[config.mk]
export PLATFORM = sky130hd
export DESIGN_NAME = grf_dump_reader
export DESIGN_NICKNAME = d
export VERILOG_FILES = /design/src/rtl/grf_dump_reader.sv
export SDC_FILE = /design/constraint.sdc
export NUM_CORES = 1
export LEC_CHECK = 0
export CORE_AREA = 2 2 80 74
export CTS_BUF_LIST = sky130_fd_sc_hd__clkbuf_2 sky130_fd_sc_hd__clkbuf_4 sky130_fd_sc_hd__clkbuf_8
export DETAILED_ROUTE_END_ITERATION = 8
export DIE_AREA = 0 0 82 76
export GPL_TIMING_DRIVEN = 0
export HOLD_SLACK_MARGIN = 0.03
export PLACE_DENSITY_LB_ADDON = 0.25
export SLEW_MARGIN = 15
export SYNTH_ARGS = -nofsm -noshare
export SYNTH_HDL_FRONTEND = slang
export SYNTH_SLANG_ARGS = --single-unit
[constraint.sdc]
create_clock -name clk -period 1.8 [get_ports clk]
set_clock_uncertainty 0.05 [all_clocks]
set_input_delay 0.18 -clock clk [delete_from_list [all_inputs] [get_ports clk]]
set_output_delay 0.18 -clock clk [all_outputs]
set_load 0.005 [all_outputs]
[src/rtl/grf_dump_reader.sv]
// Walks a range of GRF indices through a spare read port and streams
// (index, value) beats to a debug sink while stalling the CPU datapath.
module grf_dump_reader #(
  parameter int FIRST_REG = 1,
  parameter int LAST_REG  = 31,
  parameter bit SKIP_ZERO = 1'b0
) (
  input  logic        clk,
  input  logic        reset,
  input  logic        start,
  output logic [4:0]  rd_addr,
  input  logic [31:0] rd_data,
  output logic        stall_req,
  output logic        out_valid,
  input  logic        out_ready,
  output logic [4:0]  out_reg,
  output logic [31:0] out_data,
  output logic        busy,
  output logic        done
);

  localparam logic [4:0] FIRST_IDX = 5'(FIRST_REG);
  localparam logic [4:0] LAST_IDX  = 5'(LAST_REG);

  typedef enum logic [1:0] {S_IDLE, S_READ, S_HOLD, S_DONE} state_t;

  state_t      state_q, state_d;
  logic [4:0]  idx_q, idx_d;
  logic [4:0]  rd_addr_d;
  logic        out_valid_d;
  logic [4:0]  out_reg_d;
  logic [31:0] out_data_d;
  logic        at_last;

  assign at_last = (idx_q == LAST_IDX);

  always_comb begin
    state_d     = state_q;
    idx_d       = idx_q;
    rd_addr_d   = rd_addr;
    out_valid_d = out_valid;
    out_reg_d   = out_reg;
    out_data_d  = out_data;
    case (state_q)
      S_IDLE: begin
        if (start) begin
          state_d   = S_READ;
          idx_d     = FIRST_IDX;
          rd_addr_d = FIRST_IDX;
        end
      end
      S_READ: begin
        if (SKIP_ZERO && (rd_data == 32'd0)) begin
          // Advance is guarded by at_last so LAST_REG=31 never wraps to 0.
          if (at_last) begin
            state_d = S_DONE;
          end else begin
            idx_d     = idx_q + 5'd1;
            rd_addr_d = idx_q + 5'd1;
          end
        end else begin
          out_reg_d   = idx_q;
          out_data_d  = rd_data;
          out_valid_d = 1'b1;
          state_d     = S_HOLD;
        end
      end
      S_HOLD: begin
        if (out_valid && out_ready) begin
          out_valid_d = 1'b0;
          if (at_last) begin
            state_d = S_DONE;
          end else begin
            idx_d     = idx_q + 5'd1;
            rd_addr_d = idx_q + 5'd1;
            state_d   = S_READ;
          end
        end
      end
      S_DONE: begin
        state_d   = S_IDLE;
        rd_addr_d = 5'd0;
      end
      default: state_d = S_IDLE;
    endcase
  end

  // State and beat registers; reset drops any beat in flight with no done pulse.
  always_ff @(posedge clk or negedge reset) begin
    if (!reset) begin
      state_q   <= S_IDLE;
      idx_q     <= 5'd0;
      rd_addr   <= 5'd0;
      out_valid <= 1'b0;
      out_reg   <= 5'd0;
      out_data  <= 32'd0;
    end else begin
      state_q   <= state_d;
      idx_q     <= idx_d;
      rd_addr   <= rd_addr_d;
      out_valid <= out_valid_d;
      out_reg   <= out_reg_d;
      out_data  <= out_data_d;
    end
  end

  assign busy      = (state_q != S_IDLE);
  assign stall_req = busy;
  assign done      = (state_q == S_DONE);

endmodule
==> out/qor.csv, run 1 <==
stage,metric,value,unit
place,port_buffers,81,
timing,slew-limit-headroom,64.9,%
yosys,synthMuxAreaShare,23.7,%
clocking,path_clk_slew,90,ps
timing,finalWorstSetupSlack,67.0,ps
die,rows,26,
timing,setup-tns-final,0,ps
timing,timing_max_transition_violations_final,0,
global_routing,grt_pass1_wl,7.16,mm
drt,drtAntennaViolNets,0,
drt,vias,1408,
finish,largest_reg_flops,32,
status,status,"finished, final reports clean",
yosys,ys_seq_elements,50,
yosys,synth_seq_area_share,58.3,%
yosys,yosys-top-cells-area,"dfrtp_1, mux2_4, mux2_2",
setup_path,arrival,1500,ps
place,dpl_cell_area,3060,um2
min_path,holdCritPathClass,in -> async,
yosys,syn_nets,172,
finish,regMostFlops,out_data,
setup_path,cpPeakStageDelay,400,ps
finish,final_cell_count_no_fill,299,
finish,n_antenna_cell,0,
die,die_width,82,um
timing,setup_violations,0,
yosys,synth_top_family_by_area,multiplexers,
yosys,synth-simple-area-share,4.95,%
timing,finalHoldViolations,0,
global_routing,grtUsageTotal,14.8,%
yosys,synthAdderAreaFrac,1.17,%
place,preCtsSetupSlack,-151,ps
clocking,cts_buffers,5,
finish,drive_above_1_share,29.3,%
clocking,htree_levels,2,
finish,fill_cells,458,
die,core_area,5470,um2
setup_path,reg2reg_to,rd_addr[4]$_DFFE_PN0P_,
yosys,ys_types,30,
clocking,cts_buffer_depth,2,
setup_path,path_class,reg -> out,
global_routing,grt_max_degree,30,
setup_path,critPathLaunchType,flip-flop,
timing,hold_ws,341,ps
setup_path,r2r_start,idx_q[0]$_DFFE_PN0P_,
yosys,synth_top_area_share,58.3,%
clocking,cts.sinks,50,
place,place.gp.congestion,0.731,
setup_path,crit_buf_inv,3,
global_routing,grt_pass1_vias,1499,
setup_path,cp_cell_sequence,buf_6 -> or2_2 -> buf_4 -> dlygate4sd2_1,
power_and_ir_drop,peakVddDrop,0.710,mV
drt,vias_per_cell,4.71,
timing,fin_crit,1730,ps
yosys,syn_inst,134,
yosys,synth_xor_area_share,0.816,%
timing,fin_crit_sh,96.3,%
finish,final_cell_area,3230,um2
die,start_util,39.3,%
yosys,yosys_warnings,0,
power_and_ir_drop,p_per_area,1630,nW/um2
drt,routed_wirelength,4.37,mm
power_and_ir_drop,p_leak,1.42,nW
setup_path,crit_slowest_cell,dfrtp_1,
setup_path,worstSetupEndpointType,output pin,
finish,area_growth_syn_to_layout,50.4,%
global_routing,overflow,0,
setup_path,critPathMaxFanout,10,
clocking,cts_tree,done,
yosys,synth_compound_area_share,6.70,%
clocking,clk_latency,290,ps
global_routing,antenna_found_initial,0,
drt,drt_iter0_markers,50,
finish,fin_nets,266,
setup_path,cpLargestDelayFamily,buffers and inverters,
die,dieArea,6230,um2
setup_path,worstPathRequired,1570,ps
timing,worst_pin_slew,526,ps
drt,avgRoutedWirePerCell,14.6,um
yosys,synth_area,2150,um2
die,io_pins,82,
job,drv_cap,0,
place,dp.cells,286,
yosys,syn_avg_cell_area,16.0,um2
die,die_y,76,um
yosys,yosysTopAreaCell,dfrtp_1,
setup_path,reg2regPathDepth,7,
drt,drc,0,
timing,clock.fmax,577,MHz
drt,first_pass_iters,4,
clocking,cts-root-buf,clkbuf_8,
setup_path,rrSetupSlack,70,ps
place,dp_hpwl,3.19,mm
==> cell usage after synthesis <==
cell type  instances
dfrtp_1           50
mux2_4            19
mux2_2            18
a22o_1             5
nand3_1            3
o2bb2ai_1          3
a21oi_1            2
and2_1             2
buf_12             2
buf_2              2
buf_4              2
buf_6              2
ha_1               2
inv_1              2
mux2i_1            2
nand2b_1           2
o21ai_0            2
xor2_1             2
a2bb2oi_4          1
and2_4             1
and3_1             1
and3b_1            1
nand2_1            1
nor2_1             1
nor2b_1            1
nor2b_2            1
nor2b_4            1
o21bai_1           1
o22ai_4            1
or2_2              1
==> cell families after synthesis <==
kind of cell	after synthesis
adder cells (fa/ha/maj)	2
flip-flops	50
multiplexers	39
buffers and inverters	10
AND/OR/NAND/NOR	16
XOR/XNOR	2
AO/OA/AOI/OAI	15
==> report_power, final <==
group / switching, mW / internal [mW] / total, mW
logic: 0.835 / 1.78 / 2.62
clock network: 0.349 / 0.446 / 0.796
registers: 0.252 / 1.60 / 1.85
==> layer usage <==
metal  up-vias  share of wire, %  GRT usage [%]
met5         -                 0              0
met4         0               1.2           4.50
met3         5               7.2           3.79
met2        46                47           23.6
met1       692                44           19.7
li1        665                 -              -
==> cell type report <==
type | count | area [um2] | area share [%]
flip-flops and latches | 50 | 1250 | 38.7
repair buffers | 87 | 863 | 26.7
inverters | 2 | 7.51 | 0.232
multi-input cells | 74 | 806 | 25.0
well taps | 70 | 87.6 | 2.71
clock buffers | 7 | 83.8 | 2.60
clock inverters | 1 | 30.0 | 0.930
plain buffers | 8 | 100 | 3.10
==> cells in the final DEF, fill, tap and decap left out <==
master           Yosys  routed
a22o_1               5       5
clkdlybuf4s50_1      0      78
nor2b_4              1       1
o21ai_0              2       2
o21bai_1             1       1
and3_1               1       1
nor2_1               1       1
mux2_2              18      18
dlygate4sd2_1        0       2
dlygate4sd3_1        0       1
and2_4               1       1
buf_6                2       4
clkbuf_8             0       5
a21oi_1              2       2
buf_12               2       3
bufinv_16            0       1
ha_2                 0       2
xor2_1               2       2
and2_1               2       2
nor2b_1              1       1
inv_1                2       2
mux2_4              19      19
or2_2                1       1
o2bb2ai_1            3       3
buf_4                2       6
o22ai_4              1       1
nor2b_2              1       1
nand2b_1             2       2
clkbuf_4             0       2
mux2i_1              2       2
nand3_1              3       3
nand2_1              1       1
and3b_1              1       1
buf_2                2       1
dfrtp_1             50      50
a2bb2oi_4            1       1
==> through the flow <==
step / total power, mW / util [%]
finish: 5.26 / 59.1
detailed placement: 4.47 / 56.0
global route: 5.60 / 59.1
global placement: 4.41 / 55.7
CTS: 5.31 / 58.7
floorplan: 3.22 / -
==> worst max path at each step <==
stage / endpoint / cells past startpoint / slack (ps) / start
floorplan: rd_addr[2]$_DFFE_PN0P_ / 7 / 10 / idx_q[0]$_DFFE_PN0P_
CTS: rd_addr[2]$_DFFE_PN0P_ / 7 / -9 / idx_q[0]$_DFFE_PN0P_
detailed placement: rd_addr[2]$_DFFE_PN0P_ / 7 / -150 / idx_q[0]$_DFFE_PN0P_
finish: stall_req / 4 / 70 / state_q[0]$_DFFE_PN0P_
global placement: out_data[28]$_DFFE_PN0P_ / 1 / -1030 / reset
global route: rd_addr[4]$_DFFE_PN0P_ / 7 / -2 / idx_q[1]$_DFFE_PN0P_
==> what timing repair did <==
item                                   in CTS  in global routing
setup endpoints to repair                  12                  9
setup buffers                               2                  2
resized for setup                           6                  2
hold buffers                                1                  0
pin swaps                                   0                  3
endpoints found under the hold margin      21                  0
No activity file was read; power rests on OpenSTA's default activity.
==> inputs of run 2 (changes only) <==
--- a/config.mk
+++ b/config.mk
@@ -5,10 +5,12 @@
 export SDC_FILE = /design/constraint.sdc
 export NUM_CORES = 1
 export LEC_CHECK = 0
-export CORE_AREA = 2 2 80 74
+export CELL_PAD_IN_SITES_DETAIL_PLACEMENT = 0
+export CELL_PAD_IN_SITES_GLOBAL_PLACEMENT = 1
+export CORE_AREA = 2 2 90 83
 export CTS_BUF_LIST = sky130_fd_sc_hd__clkbuf_2 sky130_fd_sc_hd__clkbuf_4 sky130_fd_sc_hd__clkbuf_8
 export DETAILED_ROUTE_END_ITERATION = 8
-export DIE_AREA = 0 0 82 76
+export DIE_AREA = 0 0 92 85
 export GPL_TIMING_DRIVEN = 0
 export HOLD_SLACK_MARGIN = 0.03
 export PLACE_DENSITY_LB_ADDON = 0.25
==> out/qor.csv, run 2 (synthesis gave the netlist of run 1 again) <==
stage,metric,value,unit,change
die,die_y,85,um,+12%
global_routing,overflow,0,,unchanged
setup_path,cp_cell_sequence,buf_6 -> buf_8 -> and2_1 -> clkdlybuf4s50_1,,
global_routing,grtUsageTotal,12.2,%,-2.6 points
die,die_width,92,um,+12%
status,status,"finished, final reports clean",,
timing,worst_pin_slew,644,ps,+118 ps
global_routing,antenna_found_initial,0,,unchanged
job,drv_cap,0,,unchanged
finish,regMostFlops,out_data,,
drt,vias_per_cell,4.40,,-6.5%
clocking,cts_tree,done,,
setup_path,cpPeakStageDelay,440,ps,+40 ps
drt,routed_wirelength,4.56,mm,+4.5%
finish,drive_above_1_share,30.3,%,+1.0 points
timing,fin_crit,1740,ps,+6.44 ps
die,io_pins,82,,unchanged
setup_path,path_class,reg -> out,,
die,rows,29,,+12%
clocking,cts_buffers,5,,unchanged
min_path,holdCritPathClass,in -> async,,
timing,clock.fmax,575,MHz,-0.37%
global_routing,grt_pass1_wl,7.49,mm,+4.7%
drt,first_pass_iters,3,,-1
finish,n_antenna_cell,0,,unchanged
setup_path,worstPathRequired,1570,ps,about the same
finish,final_cell_mix,"clkdlybuf4s50_1, dfrtp_1, mux2_4",,
timing,finalHoldViolations,0,,unchanged
finish,fin_nets,269,,+1.1%
power_and_ir_drop,p_per_area,1590,nW/um2,-2.4%
die,start_util,31.1,%,-8.1 points
drt,avgRoutedWirePerCell,14.1,um,-3.6%
clocking,path_clk_slew,90,ps,about the same
power_and_ir_drop,p_leak,1.42,nW,-0.26%
setup_path,worstSetupEndpointType,output pin,,
clocking,htree_levels,2,,unchanged
clocking,cts_buffer_depth,2,,unchanged
drt,drtAntennaViolNets,0,,unchanged
finish,area_growth_syn_to_layout,51.7,%,
global_routing,grt_max_degree,51,,+70%
finish,final_common_cell,clkdlybuf4s50_1,,
die,core_area,6890,um2,+26%
timing,hold_ws,384,ps,+42.4 ps
power_and_ir_drop,power,5.18,mW,-1.6%
clocking,clk_latency,300,ps,about the same
place,place.gp.congestion,0.740,,+1.3%
timing,slew-limit-headroom,57.0,%,-7.9 points
finish,largest_reg_flops,32,,unchanged
clocking,cts-root-buf,clkbuf_8,,
place,port_buffers,81,,unchanged
die,dieArea,7820,um2,+25%
global_routing,grt_pass1_vias,1491,,-0.53%
drt,drc,0,,unchanged
drt,drt_iter0_markers,22,,-56%
setup_path,arrival,1510,ps,about the same
timing,fin_crit_sh,96.6,%,+0.36 points
setup_path,crit_slowest_cell,clkdlybuf4s50_1,,
clocking,cts.sinks,50,,unchanged
timing,timing_max_transition_violations_final,0,,unchanged
timing,setup_violations,0,,unchanged
place,dp_hpwl,3.10,mm,-2.9%
setup_path,critPathMaxFanout,9,,-1
setup_path,critPathLaunchType,flip-flop,,
drt,vias,1426,,+1.3%
power_and_ir_drop,peakVddDrop,0.632,mV,-11%
-- run 2: changes by cell type in the layout (fill, tap and decap cells not counted), sizes merged --
cell	before	now
clkbuf	7	5
clkinv	0	2
bufinv	1	0
buf	14	17
-- run 2: path summary, 6_finish.rpt --
check / startpoint / endpoint / slack, ps / cells past startpoint
max: state_q[1]$_DFFE_PN0P_ / done / 60 / 4
min: reset / out_reg[2]$_DFFE_PN0P_ / 380 / 2
max reg2reg: idx_q[0]$_DFFE_PN0P_ / rd_addr[4]$_DFFE_PN0P_ / 70 / 7
min reg2reg: rd_addr[3]$_DFFE_PN0P_ / rd_addr[3]$_DFFE_PN0P_ / 460 / 1
max in group asynchronous: reset / out_data[19]$_DFFE_PN0P_ / 870 / 2
min in group clk: rd_data[15] / out_data[15]$_DFFE_PN0P_ / 440 / 2
-- run 2: cell type report --
type / count / area, um2
clock inverters: 2 / 10.0
well taps: 93 / 116
inverters: 2 / 7.51
fillers: 641 / 3640
clock buffers: 5 / 68.8
multi-input cells: 74 / 821
flip-flops and latches: 50 / 1250
plain buffers: 8 / 100
repair buffers: 90 / 883
-- run 2: power by group --
group,leakage [nW],total (mW),internal (mW),switching [mW]
sequential,0.613,1.85,1.60,0.252
clock,0.0438,0.630,0.262,0.368
combinational,0.761,2.70,1.84,0.864
-- run 2: metrics by stage --
step	area, um2	std cells	util (%)	setup slack, ps	TNS (ps)
floorplan	2150	134	-	10.5	0
global placement	3070	308	44.6	-1110	-56290
detailed placement	3070	308	44.6	-164	-818
CTS	3210	320	46.5	4.74	0
global route	3260	324	47.3	-6.67	-6.67
finish	3260	324	47.3	60.5	0
-- run 2: worst max-delay path: cells and delay by family, from the launching register on --
family	cells	cell delay, ps
flip-flops	1	390
buffers and inverters	3	690
AND/OR/NAND/NOR	1	130
-- run 2: repair_timing --
item / 4_1_cts / 5_1_grt
hold buffers: 1 / 0
gates resized for setup: 8 / 4
pin swaps: 1 / 4
setup buffers: 4 / 4
endpoints found under the setup margin: 12 / 10
endpoints found under the hold margin: 50 / 0
-- run 2: routing by layer --
metal | GRT usage [%] | part of all wire, %
met5 | 0 | 0
met4 | 4.48 | 0.92
met3 | 5.86 | 10
met2 | 17.1 | 43
met1 | 16.3 | 46
